<file path="config.mk">
export PLATFORM = sky130hd
export DESIGN_NAME = parking_occupancy_tracker
export DESIGN_NICKNAME = d
export VERILOG_FILES = /design/src/rtl/parking_occupancy_tracker.sv
export SDC_FILE = /design/constraint.sdc
export NUM_CORES = 1
export LEC_CHECK = 0
export BUFFER_PORTS_ARGS = -buffer_cell sky130_fd_sc_hd__buf_2
export CAP_MARGIN = 10
export CORE_MARGIN = 3
export CORE_UTILIZATION = 53
export DETAILED_ROUTE_END_ITERATION = 12
export GPL_TIMING_DRIVEN = 0
export HOLD_SLACK_MARGIN = 0.05
export PLACE_DENSITY = 0.75
export SYNTH_ARGS = -nofsm -noshare
export SYNTH_HDL_FRONTEND = slang
export SYNTH_SLANG_ARGS = --single-unit
export TNS_END_PERCENT = 100
</file>
<file path="constraint.sdc">
create_clock -name clk -period 5.3 [get_ports clk]
set_input_delay 0.795 -clock clk [delete_from_list [all_inputs] [get_ports clk]]
set_output_delay 0.795 -clock clk [all_outputs]
set_load 0.02 [all_outputs]
</file>
<file path="src/rtl/parking_occupancy_tracker.sv">
// Slot occupancy tracker with debounced sensors, reservation count and entry gate FSM.
// Optional reservation expiry is built when PARK_TIMEOUT_EN is defined.
module parking_occupancy_tracker #(
   parameter int NUM_SLOTS       = 8,
   parameter int DEBOUNCE_CYCLES = 4,
   parameter int GATE_CLOSE_CYC  = 3,
   parameter int TIMEOUT_CYCLES  = 256,
   parameter int CNT_W           = $clog2(NUM_SLOTS + 1)
) (
   input  logic                 clk,
   input  logic                 rst_n,
   input  logic [NUM_SLOTS-1:0] slot_raw,
   input  logic                 entry_req,
   input  logic                 car_passed,
   output logic [NUM_SLOTS-1:0] occupied,
   output logic [CNT_W-1:0]     free_count,
   output logic [CNT_W-1:0]     pending_count,
   output logic [CNT_W-1:0]     avail_count,
   output logic                 is_full,
   output logic                 is_empty,
   output logic                 entry_grant,
   output logic                 gate_open
);

   localparam int DB_W = $clog2(DEBOUNCE_CYCLES + 1);
   localparam int CL_W = $clog2(GATE_CLOSE_CYC + 1);
   localparam int SW   = CNT_W + 2;

   typedef enum logic [1:0] {IDLE, OPEN, CLOSE} gate_state_e;

   logic [NUM_SLOTS-1:0] sync1_q, sync2_q;
   logic [NUM_SLOTS-1:0] occ_q, occ_d, occ_prev_q;
   logic [DB_W-1:0]      db_q [NUM_SLOTS];
   logic [DB_W-1:0]      db_d [NUM_SLOTS];
   logic [CNT_W-1:0]     fills, occ_pop;
   logic [CNT_W-1:0]     free_q, free_d;
   logic [CNT_W-1:0]     pending_q, pending_d;
   logic [CNT_W-1:0]     avail_q, avail_d;
   logic                 is_full_q, is_full_d;
   logic                 is_empty_q, is_empty_d;
   logic [SW-1:0]        p_inc, p_dec, p_diff;
   logic                 expire;

   gate_state_e          state_q;
   logic [CL_W-1:0]      close_q;
   logic                 gate_open_q, entry_grant_q;

   always_comb begin
      occ_d = occ_q;
      for (int i = 0; i < NUM_SLOTS; i++) begin
         db_d[i] = '0;
         if (sync2_q[i] != occ_q[i]) begin
            if (db_q[i] == DB_W'(DEBOUNCE_CYCLES - 1)) occ_d[i] = ~occ_q[i];
            else db_d[i] = db_q[i] + 1'b1;
         end
      end
   end

   // Fills are taken from the registered occupancy edge so they line up with free_count.
   always_comb begin
      fills   = '0;
      occ_pop = '0;
      for (int i = 0; i < NUM_SLOTS; i++) begin
         fills   = fills + CNT_W'(occ_q[i] & ~occ_prev_q[i]);
         occ_pop = occ_pop + CNT_W'(occ_q[i]);
      end
   end

`ifdef PARK_TIMEOUT_EN
   localparam int TO_W = $clog2(TIMEOUT_CYCLES + 1);
   logic [TO_W-1:0] to_q, to_d;

   always_comb begin
      to_d   = '0;
      expire = 1'b0;
      if (pending_q != '0 && fills == '0) begin
         if (to_q == TO_W'(TIMEOUT_CYCLES - 1)) expire = 1'b1;
         else to_d = to_q + 1'b1;
      end
   end

   always_ff @(posedge clk or negedge rst_n) begin
      if (!rst_n) to_q <= '0;
      else        to_q <= to_d;
   end
`else
   assign expire = 1'b0;
`endif

   always_comb begin
      free_d     = CNT_W'(NUM_SLOTS) - occ_pop;
      is_empty_d = (occ_q == '0);
      p_inc      = SW'(pending_q) + SW'(entry_grant_q);
      p_dec      = SW'(fills) + SW'(expire);
      p_diff     = '0;
      pending_d  = '0;
      if (p_dec < p_inc) begin
         p_diff    = p_inc - p_dec;
         pending_d = (p_diff > SW'(NUM_SLOTS)) ? CNT_W'(NUM_SLOTS)
                                               : p_diff[CNT_W-1:0];
      end
      avail_d   = (free_d > pending_d) ? free_d - pending_d : '0;
      is_full_d = (avail_d == '0);
   end

   always_ff @(posedge clk or negedge rst_n) begin
      if (!rst_n) begin
         sync1_q    <= '0;
         sync2_q    <= '0;
         occ_q      <= '0;
         occ_prev_q <= '0;
         for (int i = 0; i < NUM_SLOTS; i++) db_q[i] <= '0;
         free_q     <= CNT_W'(NUM_SLOTS);
         pending_q  <= '0;
         avail_q    <= CNT_W'(NUM_SLOTS);
         is_full_q  <= 1'b0;
         is_empty_q <= 1'b1;
      end else begin
         sync1_q    <= slot_raw;
         sync2_q    <= sync1_q;
         occ_q      <= occ_d;
         occ_prev_q <= occ_q;
         for (int i = 0; i < NUM_SLOTS; i++) db_q[i] <= db_d[i];
         free_q     <= free_d;
         pending_q  <= pending_d;
         avail_q    <= avail_d;
         is_full_q  <= is_full_d;
         is_empty_q <= is_empty_d;
      end
   end

   always_ff @(posedge clk or negedge rst_n) begin
      if (!rst_n) begin
         state_q       <= IDLE;
         close_q       <= '0;
         gate_open_q   <= 1'b0;
         entry_grant_q <= 1'b0;
      end else begin
         entry_grant_q <= 1'b0;
         unique case (state_q)
            IDLE: begin
               if (entry_req && avail_q != '0) begin
                  state_q       <= OPEN;
                  gate_open_q   <= 1'b1;
                  entry_grant_q <= 1'b1;
               end
            end
            OPEN: begin
               if (car_passed) begin
                  state_q     <= CLOSE;
                  gate_open_q <= 1'b0;
                  close_q     <= '0;
               end
            end
            CLOSE: begin
               if (close_q == CL_W'(GATE_CLOSE_CYC - 1)) state_q <= IDLE;
               else close_q <= close_q + 1'b1;
            end
            default: begin
               state_q     <= IDLE;
               gate_open_q <= 1'b0;
            end
         endcase
      end
   end

   assign occupied      = occ_q;
   assign free_count    = free_q;
   assign pending_count = pending_q;
   assign avail_count   = avail_q;
   assign is_full       = is_full_q;
   assign is_empty      = is_empty_q;
   assign entry_grant   = entry_grant_q;
   assign gate_open     = gate_open_q;

endmodule

</file>
==> key figures, run 1 <==
Logic synthesis
  – Post-synthesis average cell area: between 10 and 15 sq um
  – Yosys cell types: 46
  – Sequential area share after synthesis: 54.8%
  – Cell area after synthesis: 3480 sq um
  – Ys async rst share: 100%
  – Post-synth EDFFs: 0
  – Most used DFF post-synth: dfrtp_1
  – Synth Instances: 273
  – Synth warnings: 0
  – Synth Register Bits: 76
  – Syn Nets: 322

Finish
  – Most frequent cells in the layout: dfrtp_1, buf_2, inv_1, ha_1, nor3b_1
  – Reg area: 1910 sq um
  – Footprint of the multi-input gates: 1580 sq um
  – Core Util, Final: a little under 70%
  – Final non-filler cell total: 411
  – Diode count: 0
  – Layout area overhead: 19.8%
  – Nets: 380
  – FILL cells: 445
  – Leading cell type in the layout, fill and taps excluded: dfrtp_1
  – Fraction of layout cells with a size suffix above 1: 29.8%

Floorplanning
  – Die area: 7570 sq um
  – Die height: 87.0 microns
  – Die width: 87.0 microns
  – Starting Density: around 57%
  – Row cnt: 28
  – IO Count: 36
  – Core area: 6130 sq um

Clock network
  – Cts bufs inserted: 9
  – CTS clk-pin slew, worst paths: 80 ps
  – H-tree levels: 3
  – Clk sinks: 76
  – CTS hold repair buffers: 0
  – Clock Root Buffer: clkbuf_8
  – Clk Latency, worst-skew pair: 350 ps
  – CTS tree: built
  – Clk buf depth: 2

Min path
  – Hold Path Class: flop to flop

STA
  – RSZ-0062 raised after global routing: yes
  – Final Setup Violations: 0
  – Fin. Hold Viols: 0
  – Worst slew margin: 72.0%
  – Ratio of final minimum period to clock period: 99.6%
  – Worst slew pin tran: 420 ps
  – Max Clock Skew: just under 7 ps
  – Max Slew Vio Count: 0
  – Final WS setup: 22.3 ps
  – Fmax: about 190 MHz
  – Tmin final: 5280 ps
  – Setup tns final: 0 ps

Routing
  – Drt pass-1 iters: 4
  – DRC: 0
  – Post-DRT Antenna Nets: 0
  – Total number of vias: approximately 2.2k
  – DRT iter0 DRCs: 63
  – Routed len/inst: 13.8 microns
  – Avg Vias per Cell: 5.25
  – Final WL: 5.68 mm

Global routing
  – First-pass GRT wire length: 9.95 mm
  – Met2 usage: 27.8%
  – Vias in the first global route: 2,262
  – Antenna violations before repair: 0
  – Met3 GRT Util: 5.58%
  – Met1 Use GR: 21.2%
  – Largest net degree at the start of global routing: 46
  – GRT busiest layer: met2
  – GRT overflow: 0
  – GRT Total Usage: 17.1%

Placed design
  – GP Congestion: 0.877
  – Final HPWL DP: 3.93 mm
  – Port buffer count: 35
  – Placed Instances: 384
  – Pre-CTS WS: -284 ps

Worst setup path
  – CP Class: flop to flop
  – Endpoint kind of the worst setup timing path: flop
  – Critical Path Source Type: flop
  – Critical Path Fanout Max: 4
  – Req. time, crit path: 5540 ps
  – Critical Path AT: between 5000 and 6000 ps

Outcome
  – Status: complete, no violations

Run
  – Max Cap Violations: 0
-- state kept, by name (all words and copies together) (netlist names), 2 cells and up --
signal and cells:
pending_count 4, state_q 2, sync1_q 8, close_q 2, free_count 4, occupied 8, avail_count 4, sync2_q 8
db_q 24, occ_prev_q 8
-- cells in the mapped netlist, types with 2 or more instances --
master / count / area share (%)
mux2_2: 6 / 1.9
a22oi_1: 2 / 0.43
nor3b_1: 14 / 3.0
fa_1: 10 / 5.8
nor4_1: 2 / 0.36
and3_1: 2 / 0.36
nand2_1: 12 / 1.3
o211ai_1: 2 / 0.43
nor3_1: 8 / 1.2
xnor2_1: 13 / 3.3
inv_1: 24 / 2.6
nor2b_1: 12 / 2.2
o22ai_1: 2 / 0.36
and3b_1: 2 / 0.50
ha_1: 27 / 9.7
dfrtp_1: 73 / 53
a21oi_1: 6 / 0.86
nand3_1: 2 / 0.29
nor2_1: 10 / 1.1
dfstp_2: 3 / 2.3
a22o_1: 3 / 0.76
o21ai_1: 3 / 0.43
nand2b_1: 11 / 2.0
o21ba_1: 2 / 0.58
-- layout make-up --
class,instances,area share [%]
Sequential cell,76,45.8
Timing Repair Buffer,47,6.91
Clock buffer,9,2.97
Multi-Input combinational cell,170,37.8
Tap cell,75,2.25
Buffer,2,0.210
Inverter,25,2.25
Clock inverter,7,1.77
-- critical path, stage by stage (launching register included) --
cell and delay (ps):
dfrtp_1 350, nand2b_1 160, fa_1 560, fa_1 430, fa_1 490, inv_1 40
ha_2 190, fa_2 560, inv_2 50, ha_4 280, nand2b_4 70, buf_4 130
a221o_1 330, o311ai_4 100, a22o_1 210, ha_2 190, fa_2 450, nor3b_1 150
mux2_4 260, o21ba_1 170
-- cell families (layout without fill, tap and decap cells) --
family | after synthesis | count (layout) | share of synthesized area (%)
and+or+nand+nor | 80 | 80 | 13.8
DFF | 76 | 76 | 54.8
adders and majority gates | 38 | 38 | 15.8
AOI/OAI and AO/OA | 30 | 30 | 6.40
buffers and inverters | 27 | 90 | 2.95
xor gates and xnor gates | 14 | 14 | 3.53
muxes | 8 | 8 | 2.70
-- path summary, 6_finish.rpt --
path	endpoint	start	cells after the start	slack, ps
setup reg to reg	is_full$_DFF_PN0_	occ_prev_q[3]$_DFF_PN0_	19	20
hold / removal	sync2_q[3]$_DFF_PN0_	sync1_q[3]$_DFF_PN0_	0	350
max in group asynchronous	occupied[1]$_DFFE_PN0P_	rst_n	2	4370
setup / recovery	is_full$_DFF_PN0_	occ_prev_q[3]$_DFF_PN0_	19	20
hold reg to reg	sync2_q[3]$_DFF_PN0_	sync1_q[3]$_DFF_PN0_	0	350
min in group asynchronous	pending_count[2]$_DFF_PN0_	rst_n	1	380
-- repair_timing --
item,4_1_cts,5_1_grt
pin swaps,13,5
setup endpoints to repair,4,4
gates resized for setup,9,6
gates cloned,0,0
setup buffers,11,0
-- through the flow --
stage               hold WS, ps  instance area, sq um
floorplan                   331                  3500
global placement            333                  3770
detailed placement          336                  3800
CTS                         355                  4130
global route                365                  4170
finish                      352                  4170
-- routing by layer --
metal  routed length (microns)  up-vias
met2                      2680       54
met1                      2560     1051
met4                       110        0
met5                         0        -
met3                       328       12
li1                          -     1042
Power of run 1 is not shown: default switching activity piles up to over one toggle a cycle in this logic, so the estimate is an artifact.
==> run 2: changes to the inputs <==
--- a/config.mk
+++ b/config.mk
@@ -8,11 +8,11 @@
 export BUFFER_PORTS_ARGS = -buffer_cell sky130_fd_sc_hd__buf_2
 export CAP_MARGIN = 10
 export CORE_MARGIN = 3
-export CORE_UTILIZATION = 53
+export CORE_UTILIZATION = 45
 export DETAILED_ROUTE_END_ITERATION = 12
 export GPL_TIMING_DRIVEN = 0
 export HOLD_SLACK_MARGIN = 0.05
-export PLACE_DENSITY = 0.75
+export PLACE_DENSITY = 0.65
 export SYNTH_ARGS = -nofsm -noshare
 export SYNTH_HDL_FRONTEND = slang
 export SYNTH_SLANG_ARGS = --single-unit
==> run 2 against run 1 <==
  * The flow now finishes with violations (negative setup slack)
  * Critical path depth unchanged
  * Global-route usage down 2.8 points
  * Cell count rose by 5.8%
  * Die area increased by 17%
  * Sequential cell count unchanged
==> key figures, run 2 (same netlist as run 1, synthesis figures left out) <==
Outcome
  – Status: finished with violations
  – Failing checks: negative setup slack

Clock network
  – Clk buf depth: 2
  – Clock Root Buffer: clkbuf_8
  – CTS tree: built
  – Clk sinks: 76
  – Cts bufs inserted: 9
  – H-tree levels: 3
  – Clk Latency, worst-skew pair: 340 ps
  – CTS clk-pin slew, worst paths: about 80 ps

Finish
  – Layout area overhead: 20.5%
  – FILL cells: 618
  – Largest register by flop count: db_q
  – Leading cell type in the layout, fill and taps excluded: dfrtp_1
  – Most frequent cells in the layout: dfrtp_1, buf_2, inv_1
  – Nets: 380
  – Fraction of layout cells with a size suffix above 1: 28.9%
  – Diode count: 0
  – Design area: 4190 sq um
  – Max reg flops: 24

STA
  – Worst slew pin tran: roughly 440 ps
  – Ratio of final minimum period to clock period: 101%
  – Fin. Hold Viols: 0
  – Max Slew Vio Count: 0
  – Final Setup Violations: 1
  – Worst slew margin: 70.9%
  – RSZ-0062 raised after global routing: yes
  – Final WS setup: -36.5 ps
  – Hold WS: between 300 and 400 ps
  – Max Clock Skew: about 11 ps
  – Tmin final: 5340 ps
  – Fmax: ~190 MHz

Routing
  – Total number of vias: 2,163
  – Drt pass-1 iters: 6
  – Routed len/inst: 13.1 microns
  – Avg Vias per Cell: 4.97
  – DRT iter0 DRCs: 44
  – Final WL: roughly 5.7 mm
  – DRC: 0
  – Post-DRT Antenna Nets: 0

Placed design
  – Port buffer count: 35
  – GP Congestion: roughly 0.80
  – Post-place instance area: 3820 sq um
  – Final HPWL DP: 4.01 mm

Worst setup path
  – Critical Path Fanout Max: 4
  – Endpoint kind of the worst setup timing path: flop
  – Family with the most delay on the worst path: adder cells
  – Req. time, crit path: 5530 ps
  – Critical Path Source Type: flop
  – CP Class: flop to flop
  – Largest stage delay on the critical path: 560 ps
  – CP max stage cell: fa_1
  – Bufs and invs on worst path: 3
  – Cell repeated most along the worst path: fa_1
  – CP Cell Sequence: nand2b_4 -> fa_1 -> fa_1 -> fa_1 -> inv_1 -> ha_2 -> fa_1 -> inv_1 -> ha_4 -> nand2b_4 -> buf_4 -> a221o_1 -> o311ai_4 -> a22o_1 -> ha_2 -> fa_2 -> nor3b_1 -> mux2_4 -> o21ba_1
  – Critical Path AT: between 5000 and 6000 ps

Global routing
  – GRT Total Usage: 14.3%
  – GRT overflow: 0
  – Antenna violations before repair: 0
  – First-pass GRT wire length: ~9.7 mm
  – Largest net degree at the start of global routing: 45
  – Vias in the first global route: 2,142

Min path
  – Hold Path Class: flop to flop

Floorplanning
  – Die width: 93.9 microns
  – Starting Density: a little under half
  – Die height: 93.9 microns
  – Core area: between 7000 and 8000 sq um
  – Row cnt: 31
  – Die area: slightly below 9000 sq um
  – IO Count: 36

Run
  – Max Cap Violations: 0
[run 2: worst paths after layout]
kind	endpoint	depth (start not counted)	start	slack, ps
hold reg to reg	sync2_q[6]$_DFF_PN0_	0	sync1_q[6]$_DFF_PN0_	350
setup / recovery	is_full$_DFF_PN0_	19	occ_prev_q[0]$_DFF_PN0_	-40
min in group asynchronous	pending_count[3]$_DFF_PN0_	1	rst_n	390
max in group asynchronous	occupied[1]$_DFFE_PN0P_	2	rst_n	4340
setup reg to reg	is_full$_DFF_PN0_	19	occ_prev_q[0]$_DFF_PN0_	-40
hold / removal	sync2_q[6]$_DFF_PN0_	0	sync1_q[6]$_DFF_PN0_	350
[run 2: layer usage]
| layer | track usage [%] | part of all wire, % | up-vias |
|---|---|---|---|
| met5 | 0 | 0 | - |
| met4 | 3.61 | 1.0 | 0 |
| met3 | 5.29 | 5.8 | 6 |
| met2 | 23.4 | 48 | 51 |
| met1 | 18.1 | 45 | 1060 |
| li1 | - | - | 1046 |
[run 2: cell type report]
class / count / area (sq um) / share of cell area [%]
plain buffers: 2 / 8.76 / 0.209
clock buffers: 11 / 141 / 3.37
clock inverters: 5 / 60.1 / 1.43
inverters: 25 / 93.8 / 2.24
multi-input cells: 170 / 1570 / 37.5
flip-flops and latches: 76 / 1910 / 45.6
well taps: 99 / 124 / 2.96
repair buffers: 47 / 280 / 6.69
[run 2: stage by stage]
step / setup slack, ps / std cells / TNS [ps] / util [%]
final: -36.5 / 435 / -36.5 / 56.9
after global routing: -186 / 435 / -186 / 56.9
after CTS: -20.9 / 433 / -20.9 / 56.2
after detailed placement: -282 / 408 / -427 / 51.9
after global placement: -243 / 407 / -283 / 51.5
after floorplan: -53.4 / 273 / -53.4 / -
[run 2: what timing repair did]
action	CTS	global route
pin swaps	11	3
endpoints found under the setup margin	4	4
hold buffers	0	0
gates resized for setup	8	5
gates cloned	0	0
buffers inserted	9	2
Power of run 2 is left out for the same reason.
==> run 3: changes to the inputs <==
--- a/config.mk
+++ b/config.mk
@@ -5,14 +5,14 @@
 export SDC_FILE = /design/constraint.sdc
 export NUM_CORES = 1
 export LEC_CHECK = 0
+export ABC_AREA = 1
 export BUFFER_PORTS_ARGS = -buffer_cell sky130_fd_sc_hd__buf_2
 export CAP_MARGIN = 10
-export CORE_MARGIN = 3
 export CORE_UTILIZATION = 45
 export DETAILED_ROUTE_END_ITERATION = 12
 export GPL_TIMING_DRIVEN = 0
 export HOLD_SLACK_MARGIN = 0.05
-export PLACE_DENSITY = 0.65
+export PLACE_DENSITY = 0.63
 export SYNTH_ARGS = -nofsm -noshare
 export SYNTH_HDL_FRONTEND = slang
 export SYNTH_SLANG_ARGS = --single-unit
==> constraint.sdc (replaced) <==
create_clock -name clk -period 5.6 [get_ports clk]
set_input_delay 0.84 -clock clk [delete_from_list [all_inputs] [get_ports clk]]
set_output_delay 0.84 -clock clk [all_outputs]
set_load 0.02 [all_outputs]
==> run 3 against run 2 <==
  * The flow now finishes without violations
  * Non-clock buffer count down 10
  * Clock skew shrank 1.4 ps
  * Register-to-register slack improved by 330 ps
  * Sequential cell count did not move
  * Count of clock-buffer cells in the layout up 1
  * Sequential share of layout area up 3.0 points
  * Synthesized cell count up 10%
  * Die area fell by 11%
  * Critical path depth rose by 4
  * First-iteration DRC count is 18% lower
  * Synthesized area down 2.9%
  * Worst hold slack better by 3.6 ps
  * Largest cell class unchanged
==> key figures, run 3 <==
Outcome
  – Status: complete, no violations

Worst setup path
  – Critical Path AT: 5550 ps
  – Req. time, crit path: slightly below 6000 ps
  – Endpoint kind of the worst setup timing path: flop
  – CP max stage cell: fa_1
  – Largest stage delay on the critical path: approximately 550 ps
  – CP Class: flop to flop
  – Critical Path Source Type: flop
  – CP Cell Sequence: inv_1 -> or2_2 -> fa_1 -> fa_1 -> fa_1 -> inv_1 -> ha_1 -> fa_2 -> xnor2_1 -> ha_1 -> a21oi_2 -> nand2_1 -> nand2_1 -> nand3_2 -> nand3_2 -> nor2_1 -> ha_2 -> fa_2 -> nand3b_1 -> nand2_1 -> o21ai_2 -> a31oi_1 -> nor2_1
  – Critical Path Fanout Max: 5

STA
  – Final Setup Violations: 0
  – Ratio of final minimum period to clock period: roughly 95%
  – Fin. Hold Viols: 0
  – Max Clock Skew: 9.21 ps
  – RSZ-0062 raised after global routing: no
  – Max Slew Vio Count: 0
  – Worst slew margin: 71.9%
  – Fmax: 188 MHz
  – Worst slew pin tran: 422 ps
  – Tmin final: 5310 ps
  – Final WS setup: approximately 290 ps
  – Hold WS: 350 ps

Routing
  – Total number of vias: 2,087
  – DRC: 0
  – Routed len/inst: 11.3 microns
  – Final WL: 5.12 mm
  – Avg Vias per Cell: 4.59
  – Drt pass-1 iters: 4
  – Post-DRT Antenna Nets: 0
  – DRT iter0 DRCs: 36

Global routing
  – Largest net degree at the start of global routing: 46
  – First-pass GRT wire length: just under 9 mm
  – Vias in the first global route: 1,981
  – GRT Total Usage: 15.1%
  – Antenna violations before repair: 0
  – GRT overflow: 0

Logic synthesis
  – Sequential area share after synthesis: a little under three fifths
  – Synth warnings: 0
  – Synth area leader: dfrtp_1
  – Largest cells by area after synthesis: dfrtp_1, ha_1, fa_1
  – Synth Instances: 301
  – Ys async rst share: 100%
  – Most used DFF post-synth: dfrtp_1
  – Syn Nets: 350
  – Post-synth EDFFs: 0
  – Synth Register Bits: 76
  – Commonest cells post-synth: dfrtp_1, inv_1, nand2_1, ha_1, nor2_1
  – Yosys cell types: 27
  – Post-synthesis average cell area: 11.2 sq um
  – Top cell type's share of synthesized area: between 50% and 60%
  – Cell area after synthesis: between 3000 and 4000 sq um
  – Most frequent cell after synthesis: dfrtp_1

Placed design
  – Pre-CTS WS: -6.13 ps
  – Final HPWL DP: between 3 and 4 mm
  – Placed Instances: 436
  – Post-place instance area: 3710 sq um
  – Port buffer count: 35
  – GP Congestion: 0.770

Finish
  – Final non-filler cell total: 455
  – Fraction of layout cells with a size suffix above 1: 22.5%
  – Largest register by flop count: db_q
  – Layout area overhead: 16.1%
  – Most frequent cells in the layout: dfrtp_1, inv_1, nand2_1
  – Diode count: 0
  – Design area: 3920 sq um
  – Leading cell type in the layout, fill and taps excluded: dfrtp_1
  – Nets: 400
  – Max reg flops: 24

Floorplanning
  – Die area: ~8000 sq um
  – Row cnt: 31
  – Starting Density: 46.6%
  – Die height: 88.6 microns
  – IO Count: 36
  – Core area: slightly above 7000 sq um
  – Die width: 88.6 microns

Clock network
  – Clk sinks: 76
  – H-tree levels: 3
  – Cts bufs inserted: 9
  – Clock Root Buffer: clkbuf_8
  – CTS clk-pin slew, worst paths: 80 ps
  – Clk Latency, worst-skew pair: 350 ps
  – CTS tree: built
  – Clk buf depth: 2
  – CTS hold repair buffers: 0

Min path
  – Hold Path Class: flop to flop

Run
  – Max Cap Violations: 0
==> run 3: cell types whose count changed after synthesis, moves of 6 or more <==
cell      before  now
inv_1         24   46
nand2_1       12   37
nand2b_1      11    0
nor2_1        10   27
nor2b_1       12    0
nor3b_1       14    7
o21ai_0        1    7
or2_2          0    6
==> run 3: cells by family (layout without fill, tap and decap cells) <==
logic type	Yosys count	count (layout)	synth area share, %
AND/OR/NAND/NOR	105	105	15.2
AO/OA/AOI/OAI	21	21	3.26
adder cells (fa/ha/maj)	37	37	15.9
multiplexers	1	1	0.333
buffers and inverters	47	102	5.22
flip-flops	76	76	56.4
XOR/XNOR	14	14	3.63
==> run 3: layer usage <==
layer | global-route usage, % | vias up | part of all wire [%]
li1 | - | 1056 | -
met2 | 23.5 | 34 | 46
met3 | 4.10 | 11 | 3.5
met4 | 8.36 | 0 | 2.5
met1 | 19.2 | 986 | 48
met5 | 0 | - | 0
==> run 3: path summary, 6_finish.rpt <==
path | start | endpoint | slack (ps) | depth (start not counted)
max in group asynchronous | rst_n | free_count[3]$_DFF_PN1_ | 4570 | 2
hold reg to reg | sync1_q[7]$_DFF_PN0_ | sync2_q[7]$_DFF_PN0_ | 350 | 0
min in group asynchronous | rst_n | avail_count[1]$_DFF_PN0_ | 430 | 1
hold / removal | sync1_q[7]$_DFF_PN0_ | sync2_q[7]$_DFF_PN0_ | 350 | 0
setup / recovery | occupied[3]$_DFFE_PN0P_ | is_full$_DFF_PN0_ | 290 | 23
setup reg to reg | occupied[3]$_DFFE_PN0P_ | is_full$_DFF_PN0_ | 290 | 23
==> run 3: cell type report <==
cell class / count / area (sq um)
multi-input cells: 178 / 1320
flip-flops and latches: 76 / 1910
inverters: 47 / 176
fillers: 673 / 3330
clock buffers: 12 / 145
well taps: 99 / 124
clock inverters: 4 / 26.3
repair buffers: 39 / 228
==> run 3: timing repair <==
item | 4_1_cts | 5_1_grt
buffers inserted | 0 | 3
endpoints found under the hold margin | 0 | 0
gates resized for setup | 1 | 9
pin swaps | 0 | 3
endpoints found under the setup margin | 1 | 5
==> run 3: worst max-delay path, delay by kind of cell (launching register included) <==
family | cells | cell delay, ps
buffers and inverters | 2 | 140
xor gates and xnor gates | 1 | 130
and+or+nand+nor | 9 | 1100
AOI/OAI and AO/OA | 3 | 420
DFF | 1 | 450
adders and majority gates | 8 | 2960
==> run 3: through the flow <==
stage	setup TNS (ps)	util, %
2_1_floorplan	0	-
3_3_place_gp	0	50.7
3_5_place_dp	-6.13	51.1
4_1_cts	0	53.5
5_1_grt	0	54.1
6_report	0	54.1
Power of run 3 is left out for the same reason.
